==> src/rtl/thermo_decode_pipe_if.sv <==
// Stream bundle for thermo_decode_pipe: thermometer words in, decoded level out.
// The slave modport is the decoder's view; the master modport is the producer/consumer side.
interface thermo_decode_pipe_if #(
  parameter int N  = 15,
  parameter int BW = $clog2(N + 1)
);
  logic          in_valid;
  logic          in_ready;
  logic [N-1:0]  thermo_i;
  logic          out_valid;
  logic          out_ready;
  logic [N:0]    onehot_o;
  logic [BW-1:0] bin_o;
  logic          bubble_o;

  modport master (
    output in_valid, thermo_i, out_ready,
    input  in_ready, out_valid, onehot_o, bin_o, bubble_o
  );

  modport slave (
    input  in_valid, thermo_i, out_ready,
    output in_ready, out_valid, onehot_o, bin_o, bubble_o
  );
endinterface

==> src/rtl/thermo_decode_pipe.sv <==
// Two-stage thermometer-to-one-hot/binary decoder with bubble flag and saturating bubble counter.
// Define THERMO_BUBBLE_FIX_EN to majority-filter single-bit bubbles before decode.
module thermo_decode_pipe #(
  parameter int N     = 15,
  parameter int BW    = $clog2(N + 1),
  parameter int CNT_W = 8
) (
  input  logic                 clk,
  input  logic                 rst_n,
  thermo_decode_pipe_if.slave  bus,
  input  logic                 cnt_clr,
  output logic [CNT_W-1:0]     bubble_cnt_o
);

  logic          s1_valid;
  logic          s2_valid;
  logic          s2_load;
  logic          in_fire;
  logic [N-1:0]  cond;
  logic [N-1:0]  s1_therm;
  logic          raw_bubble;
  logic          s1_bubble;
  logic [N+1:0]  dec_ext;
  logic [N:0]    onehot_nxt;
  logic [N:0]    onehot_q;
  logic [BW-1:0] bin_nxt;
  logic [BW-1:0] bin_q;
  logic          bubble_q;

  assign s2_load      = ~s2_valid | bus.out_ready;
  assign bus.in_ready = ~s1_valid | s2_load;
  assign in_fire      = bus.in_valid & bus.in_ready;

  // A 0 directly below a 1 anywhere in the word marks a non-monotonic sample.
  assign raw_bubble = |(~bus.thermo_i[N-2:0] & bus.thermo_i[N-1:1]);

`ifdef THERMO_BUBBLE_FIX_EN
  logic [N+1:0] in_ext;

  assign in_ext = {1'b0, bus.thermo_i, 1'b1};

  always_comb begin
    cond = '0;
    for (int i = 0; i < N; i++) begin
      cond[i] = (in_ext[i] & in_ext[i+1]) |
                (in_ext[i] & in_ext[i+2]) |
                (in_ext[i+1] & in_ext[i+2]);
    end
  end
`else
  assign cond = bus.thermo_i;
`endif

  always_ff @(posedge clk) begin
    if (!rst_n) begin
      s1_valid  <= 1'b0;
      s1_therm  <= '0;
      s1_bubble <= 1'b0;
    end else if (bus.in_ready) begin
      s1_valid <= bus.in_valid;
      if (bus.in_valid) begin
        s1_therm  <= cond;
        s1_bubble <= raw_bubble;
      end
    end
  end

  // Later transitions overwrite earlier ones, so the highest 1->0 edge wins.
  assign dec_ext = {1'b0, s1_therm, 1'b1};

  always_comb begin
    onehot_nxt = {{N{1'b0}}, 1'b1};
    bin_nxt    = '0;
    for (int k = 0; k <= N; k++) begin
      if (dec_ext[k] & ~dec_ext[k+1]) begin
        onehot_nxt    = '0;
        onehot_nxt[k] = 1'b1;
        bin_nxt       = BW'(k);
      end
    end
  end

  always_ff @(posedge clk) begin
    if (!rst_n) begin
      s2_valid <= 1'b0;
      onehot_q <= {{N{1'b0}}, 1'b1};
      bin_q    <= '0;
      bubble_q <= 1'b0;
    end else if (s2_load) begin
      s2_valid <= s1_valid;
      if (s1_valid) begin
        onehot_q <= onehot_nxt;
        bin_q    <= bin_nxt;
        bubble_q <= s1_bubble;
      end
    end
  end

  assign bus.out_valid = s2_valid;
  assign bus.onehot_o  = onehot_q;
  assign bus.bin_o     = bin_q;
  assign bus.bubble_o  = bubble_q;

  always_ff @(posedge clk) begin
    if (!rst_n) begin
      bubble_cnt_o <= '0;
    end else if (cnt_clr) begin
      bubble_cnt_o <= '0;
    end else if (in_fire && raw_bubble && (bubble_cnt_o != {CNT_W{1'b1}})) begin
      bubble_cnt_o <= bubble_cnt_o + 1'b1;
    end
  end

endmodule

==> src/flat_wrapper.sv <==
// flat-port wrapper written by rule: the top's interface ports become plain ports
module thermo_decode_pipe_flat 
#(
  parameter int N     = 15,
  parameter int BW    = $clog2(N + 1),
  parameter int CNT_W = 8
)
  (clk, rst_n, cnt_clr, bubble_cnt_o, bus_in_valid, bus_thermo_i, bus_out_ready, bus_in_ready, bus_out_valid, bus_onehot_o, bus_bin_o, bus_bubble_o);
  thermo_decode_pipe_if #(.N(N), .BW(BW)) bus_i ();
  input  logic clk;
  input  logic rst_n;
  input  logic cnt_clr;
  output logic [CNT_W-1:0] bubble_cnt_o;
  input wire logic [$bits(bus_i.in_valid)-1:0] bus_in_valid;
  input wire logic [$bits(bus_i.thermo_i)-1:0] bus_thermo_i;
  input wire logic [$bits(bus_i.out_ready)-1:0] bus_out_ready;
  output wire logic [$bits(bus_i.in_ready)-1:0] bus_in_ready;
  output wire logic [$bits(bus_i.out_valid)-1:0] bus_out_valid;
  output wire logic [$bits(bus_i.onehot_o)-1:0] bus_onehot_o;
  output wire logic [$bits(bus_i.bin_o)-1:0] bus_bin_o;
  output wire logic [$bits(bus_i.bubble_o)-1:0] bus_bubble_o;
  assign bus_i.in_valid = bus_in_valid;
  assign bus_i.thermo_i = bus_thermo_i;
  assign bus_i.out_ready = bus_out_ready;
  assign bus_in_ready = bus_i.in_ready;
  assign bus_out_valid = bus_i.out_valid;
  assign bus_onehot_o = bus_i.onehot_o;
  assign bus_bin_o = bus_i.bin_o;
  assign bus_bubble_o = bus_i.bubble_o;
  thermo_decode_pipe #(.N(N), .BW(BW), .CNT_W(CNT_W)) u_core (.clk(clk), .rst_n(rst_n), .bus(bus_i), .cnt_clr(cnt_clr), .bubble_cnt_o(bubble_cnt_o));
endmodule
==> config.mk <==
export PLATFORM = sky130hd
export DESIGN_NAME = thermo_decode_pipe_flat
export DESIGN_NICKNAME = d
export VERILOG_FILES = /design/src/rtl/thermo_decode_pipe_if.sv /design/src/rtl/thermo_decode_pipe.sv /design/src/flat_wrapper.sv
export SDC_FILE = /design/constraint.sdc
export NUM_CORES = 1
export LEC_CHECK = 0
export ABC_AREA = 1
export ABC_CLOCK_PERIOD_IN_PS = 1200
export BUFFER_PORTS_ARGS = -buffer_cell sky130_fd_sc_hd__buf_4
export CAP_MARGIN = 30
export CORE_AREA = 4 4 73 75
export DETAILED_ROUTE_END_ITERATION = 16
export DIE_AREA = 0 0 77 79
export PLACE_DENSITY = 0.85
export SYNTH_ARGS = -nofsm -noshare
export SYNTH_HDL_FRONTEND = slang
export SYNTH_SLANG_ARGS = --single-unit
export TNS_END_PERCENT = 20
==> constraint.sdc <==
create_clock -name clk -period 1.2 [get_ports clk]
set_input_delay 0.18 -clock clk [delete_from_list [all_inputs] [get_ports clk]]
set_output_delay 0.18 -clock clk [all_outputs]
set_load 0.03 [all_outputs]
==> flow_summary.rst <==
.. list-table::
   :header-rows: 1

   * - Metric
     - Value
   * - Synth async-reset ratio
     - 0%
   * - GR Overflow Total
     - 0
   * - Violation count after the first detailed-route iteration
     - 160
   * - Placed instance area
     - 2820 um2
   * - Boundary pin count
     - 51
   * - Via count
     - approximately 2200
   * - Failing checks
     - setup timing
   * - Amount of wire on met2 after detailed routing
     - 2720 um
   * - Startpoint of the tightest hold check path
     - cnt_clr
   * - Post-synthesis average cell area
     - 7.09 um2
   * - RSZ-0062 raised after global routing
     - yes
   * - Final Hold Fails
     - 0
   * - Final period util
     - 103%
   * - Fin util
     - 65.8%
   * - Die footprint
     - slightly above 6000 um2
   * - IR drop worst, VDD
     - 0.611 mV
   * - Post-route insts no fill
     - 440
   * - Critical Path Start
     - u_core.s1_valid
   * - Final routed wire length divided by cell count
     - 12.0 um
   * - Number of setup violations in the final report
     - 12
   * - FF+latch count, synth
     - 47
   * - Number of sinks on the clock net
     - 47
   * - Number of enable flip-flop cells after synthesis
     - 0
   * - Cells after DPL
     - 425
   * - Share of the synthesized area in the top cell type
     - 42.5%
   * - Horizontal extent of the die
     - 77 um
   * - Number of maximum-capacitance violations
     - 0
   * - Layout cell share with drive strength beyond 1
     - 35.2%
   * - Power density over the cells
     - around 1100 nW/um2
   * - Worst hold path type
     - in -> reg
   * - Wire length after detailed routing
     - 5300 um
   * - Clock tree from TritonCTS
     - done
   * - Synthesized netlist net count
     - 333
   * - Post-Route M1 WL
     - approximately 2300 um
   * - Leak Pwr
     - 1.41 nW
   * - Area of the core
     - 4660 um2
   * - Number of buffers inserted by hold repair at cts
     - 0
   * - Required time at the worst-slack endpoint
     - 1440 ps
   * - Number of antenna violations at the first check in global routing
     - 0
   * - Wire length of the first global-routing pass
     - 9230 um
   * - Count of distinct cell types in the synthesized netlist
     - 30
   * - Worst clock skew on the final layout
     - 9.73 ps
   * - Net count, final
     - between 400 and 500
   * - Cell accounting for the most synthesized area
     - sky130_fd_sc_hd__dfxtp_1
   * - Arr. time, crit path
     - 1470 ps
   * - Routability congestion estimate from global placement
     - about 0.88
   * - Setup Slack @ Placement
     - -117 ps
   * - Count of inserted antenna diode cells
     - 0
   * - Dominant synthesized flop cell
     - sky130_fd_sc_hd__dfxtp_1
   * - Max Transition Viols Final
     - 0
   * - Post-DP HPWL
     - 3870 um
   * - Vias in the first global route
     - 2127
   * - Slew at the pin with the worst max-slew slack
     - about 480 ps
   * - Warnings from Yosys
     - 0
   * - Type of the setup path with the least slack
     - reg -> reg
   * - Overall Global Routing Usage
     - 18.2%
   * - Count of antenna-violating nets left after detailed routing
     - 0
   * - Least setup slack across all paths after layout
     - -33.0 ps
   * - Count of input and output buffers
     - 50
   * - Standard-cell rows
     - 25
   * - Number of buffers added by the clock tree synthesis step
     - 5
   * - Maximum level of the CTS H-tree
     - 2
   * - Highest Clock Rate
     - between 800 and 900 MHz
   * - Top fanout value on the critical path
     - 6
   * - Min Clock Period, post-route
     - 1230 ps
   * - Remaining design rule violation count
     - 0
   * - Reg-to-reg startpoint
     - u_core.s1_valid
   * - First drt pass iteration count
     - 4
   * - Max-Slew Margin vs Limit
     - 68.2%
   * - Highest routed metal layer
     - met4
   * - Share of synthesized area occupied by flip-flops and latches
     - 42.5%
   * - Number of instances in the synthesized netlist
     - 312
   * - Result of the run
     - finished, violations left
   * - Vertical extent of the die
     - 79 um
   * - Clk Latency, worst-skew pair
     - about 300 ps
   * - Leading cell types by total area after synthesis
     - sky130_fd_sc_hd__dfxtp_1 43%, sky130_fd_sc_hd__nand2_1 13%, sky130_fd_sc_hd__a21oi_1 7.7%, sky130_fd_sc_hd__inv_1 6.4%, sky130_fd_sc_hd__nor2_1 5.4%
   * - Worst-case hold slack
     - 112 ps
   * - Starting utilization of the core area
     - 47.5%
   * - Area of all placed cells without fillers
     - 3070 um2
   * - Endpoint kind of the worst setup timing path
     - flip-flop
   * - Synth-to-Final Area Change
     - 38.5%
   * - Clock-pin slew of the registers on the worst-case setup and hold paths
     - 90 ps
   * - Pin count of the biggest net entering global routing
     - 25
   * - Kind of start point of the critical path
     - flip-flop
   * - Post-synth design cell area
     - ~2200 um2
   * - Metal3 WL
     - between 200 and 250 um
   * - Max clock buf depth
     - 2
   * - Clk root buf
     - sky130_fd_sc_hd__clkbuf_8
   * - Post-detailed-route via-to-cell ratio
     - 5.05
-- flip-flops by register name (all words and copies together) (netlist names) --
signal,cells
u_core.bus.onehot_o,16
u_core.s1_therm,15
u_core.bubble_cnt_o,8
u_core.bus.bin_o,4
u_core.bus.bubble_o,1
u_core.bus.out_valid,1
u_core.s1_bubble,1
u_core.s1_valid,1
-- critical path: stages, from the launching register on --
cell and delay [ps]:
sky130_fd_sc_hd__dfxtp_2 350, sky130_fd_sc_hd__inv_2 50, sky130_fd_sc_hd__a21oi_4 170, sky130_fd_sc_hd__nand3_4 100, sky130_fd_sc_hd__nor2_4 170, sky130_fd_sc_hd__nand2_4 90, sky130_fd_sc_hd__clkinv_4 80, sky130_fd_sc_hd__nand3_2 60
sky130_fd_sc_hd__a21oi_2 110
-- cells in the mapped netlist (2+ instances only) --
library cell               number
sky130_fd_sc_hd__o21ai_0       23
sky130_fd_sc_hd__dfxtp_1       47
sky130_fd_sc_hd__buf_2          3
sky130_fd_sc_hd__inv_1         38
sky130_fd_sc_hd__nand2_2        2
sky130_fd_sc_hd__nand2_1       77
sky130_fd_sc_hd__a21oi_1       34
sky130_fd_sc_hd__nand3_2        3
sky130_fd_sc_hd__nand3_1        9
sky130_fd_sc_hd__inv_2          2
sky130_fd_sc_hd__a21oi_2        6
sky130_fd_sc_hd__buf_6          2
sky130_fd_sc_hd__xor2_1         2
sky130_fd_sc_hd__nor3_1         4
sky130_fd_sc_hd__or2_2          2
sky130_fd_sc_hd__nand4_1       12
sky130_fd_sc_hd__clkbuf_1       2
sky130_fd_sc_hd__nor2_1        32
-- through the flow --
step | total power (W) | setup TNS, ps
6_report | 0.00342 | -226
5_1_grt | 0.00359 | -1920
3_5_place_dp | 0.00227 | -1530
3_3_place_gp | 0.00226 | -570
4_1_cts | 0.00340 | -219
2_1_floorplan | 0.00206 | -472
-- per-layer routing --
metal  GRT usage (%)  vias to the layer above
li1                -                     1167
met1            21.4                     1009
met2            33.6                       41
met3            3.74                        7
met5               0                        -
met4            4.63                        0
-- final cells by class --
class	instances	area (um2)
clock inverter	3	38.8
clock buffer	5	68.8
fill	396	1600
tap	54	67.6
inverter	41	164
multi-input combinational	218	1200
timing repair buffer	72	557
sequential	47	972
-- logic make-up (layout without fill, tap and decap cells) --
| kind of cell | after synthesis | after routing | share of synthesized area, % |
|---|---|---|---|
| buffers and inverters | 49 | 121 | 9.44 |
| adders and majority gates | 1 | 1 | 0.565 |
| xor gates and xnor gates | 3 | 3 | 1.19 |
| AOI/OAI and AO/OA | 66 | 66 | 16.6 |
| and+or+nand+nor | 146 | 148 | 29.7 |
| DFF | 47 | 47 | 42.5 |
-- worst paths after layout --
| kind | endpoint | slack [ps] | cells after the start |
|---|---|---|---|
| worst max register to register | u_core.bus.onehot_o[5] | -30 | 8 |
| worst max-delay path | u_core.bus.onehot_o[5] | -30 | 8 |
| worst min register to register | u_core.bus.onehot_o[10] | 470 | 2 |
| worst min-delay path | u_core.bubble_cnt_o[0] | 110 | 4 |
-- power breakdown --
part / switching (W) / internal, W / total (W)
clock: 0.000515 / 0.000610 / 0.00112
combinational: 0.000379 / 0.000250 / 0.000629
sequential: 0.0000443 / 0.00162 / 0.00167
total: 0.000939 / 0.00248 / 0.00342
-- timing repair --
item | 4_1_cts | 5_1_grt
gates resized for setup | 6 | 24
cloned | 2 | 0
setup buffers | 4 | 1
pin swaps | 3 | 6
endpoints found under the setup margin | 19 | 31
-- cell usage in the layout, fill, tap and decap left out, types with 6 or more instances in the layout --
cell | synthesis | routed
sky130_fd_sc_hd__dfxtp_1 | 47 | 34
sky130_fd_sc_hd__inv_1 | 38 | 36
sky130_fd_sc_hd__dfxtp_2 | 0 | 7
sky130_fd_sc_hd__dfxtp_4 | 0 | 6
sky130_fd_sc_hd__nand2_1 | 77 | 70
sky130_fd_sc_hd__o21ai_0 | 23 | 22
sky130_fd_sc_hd__a21oi_1 | 34 | 31
sky130_fd_sc_hd__nand4_1 | 12 | 12
sky130_fd_sc_hd__nor2_1 | 32 | 25
sky130_fd_sc_hd__nand3_1 | 9 | 8
sky130_fd_sc_hd__a21oi_2 | 6 | 9
sky130_fd_sc_hd__buf_4 | 0 | 70
sky130_fd_sc_hd__nand2_2 | 2 | 7
No activity file was read; power rests on OpenSTA's default activity.
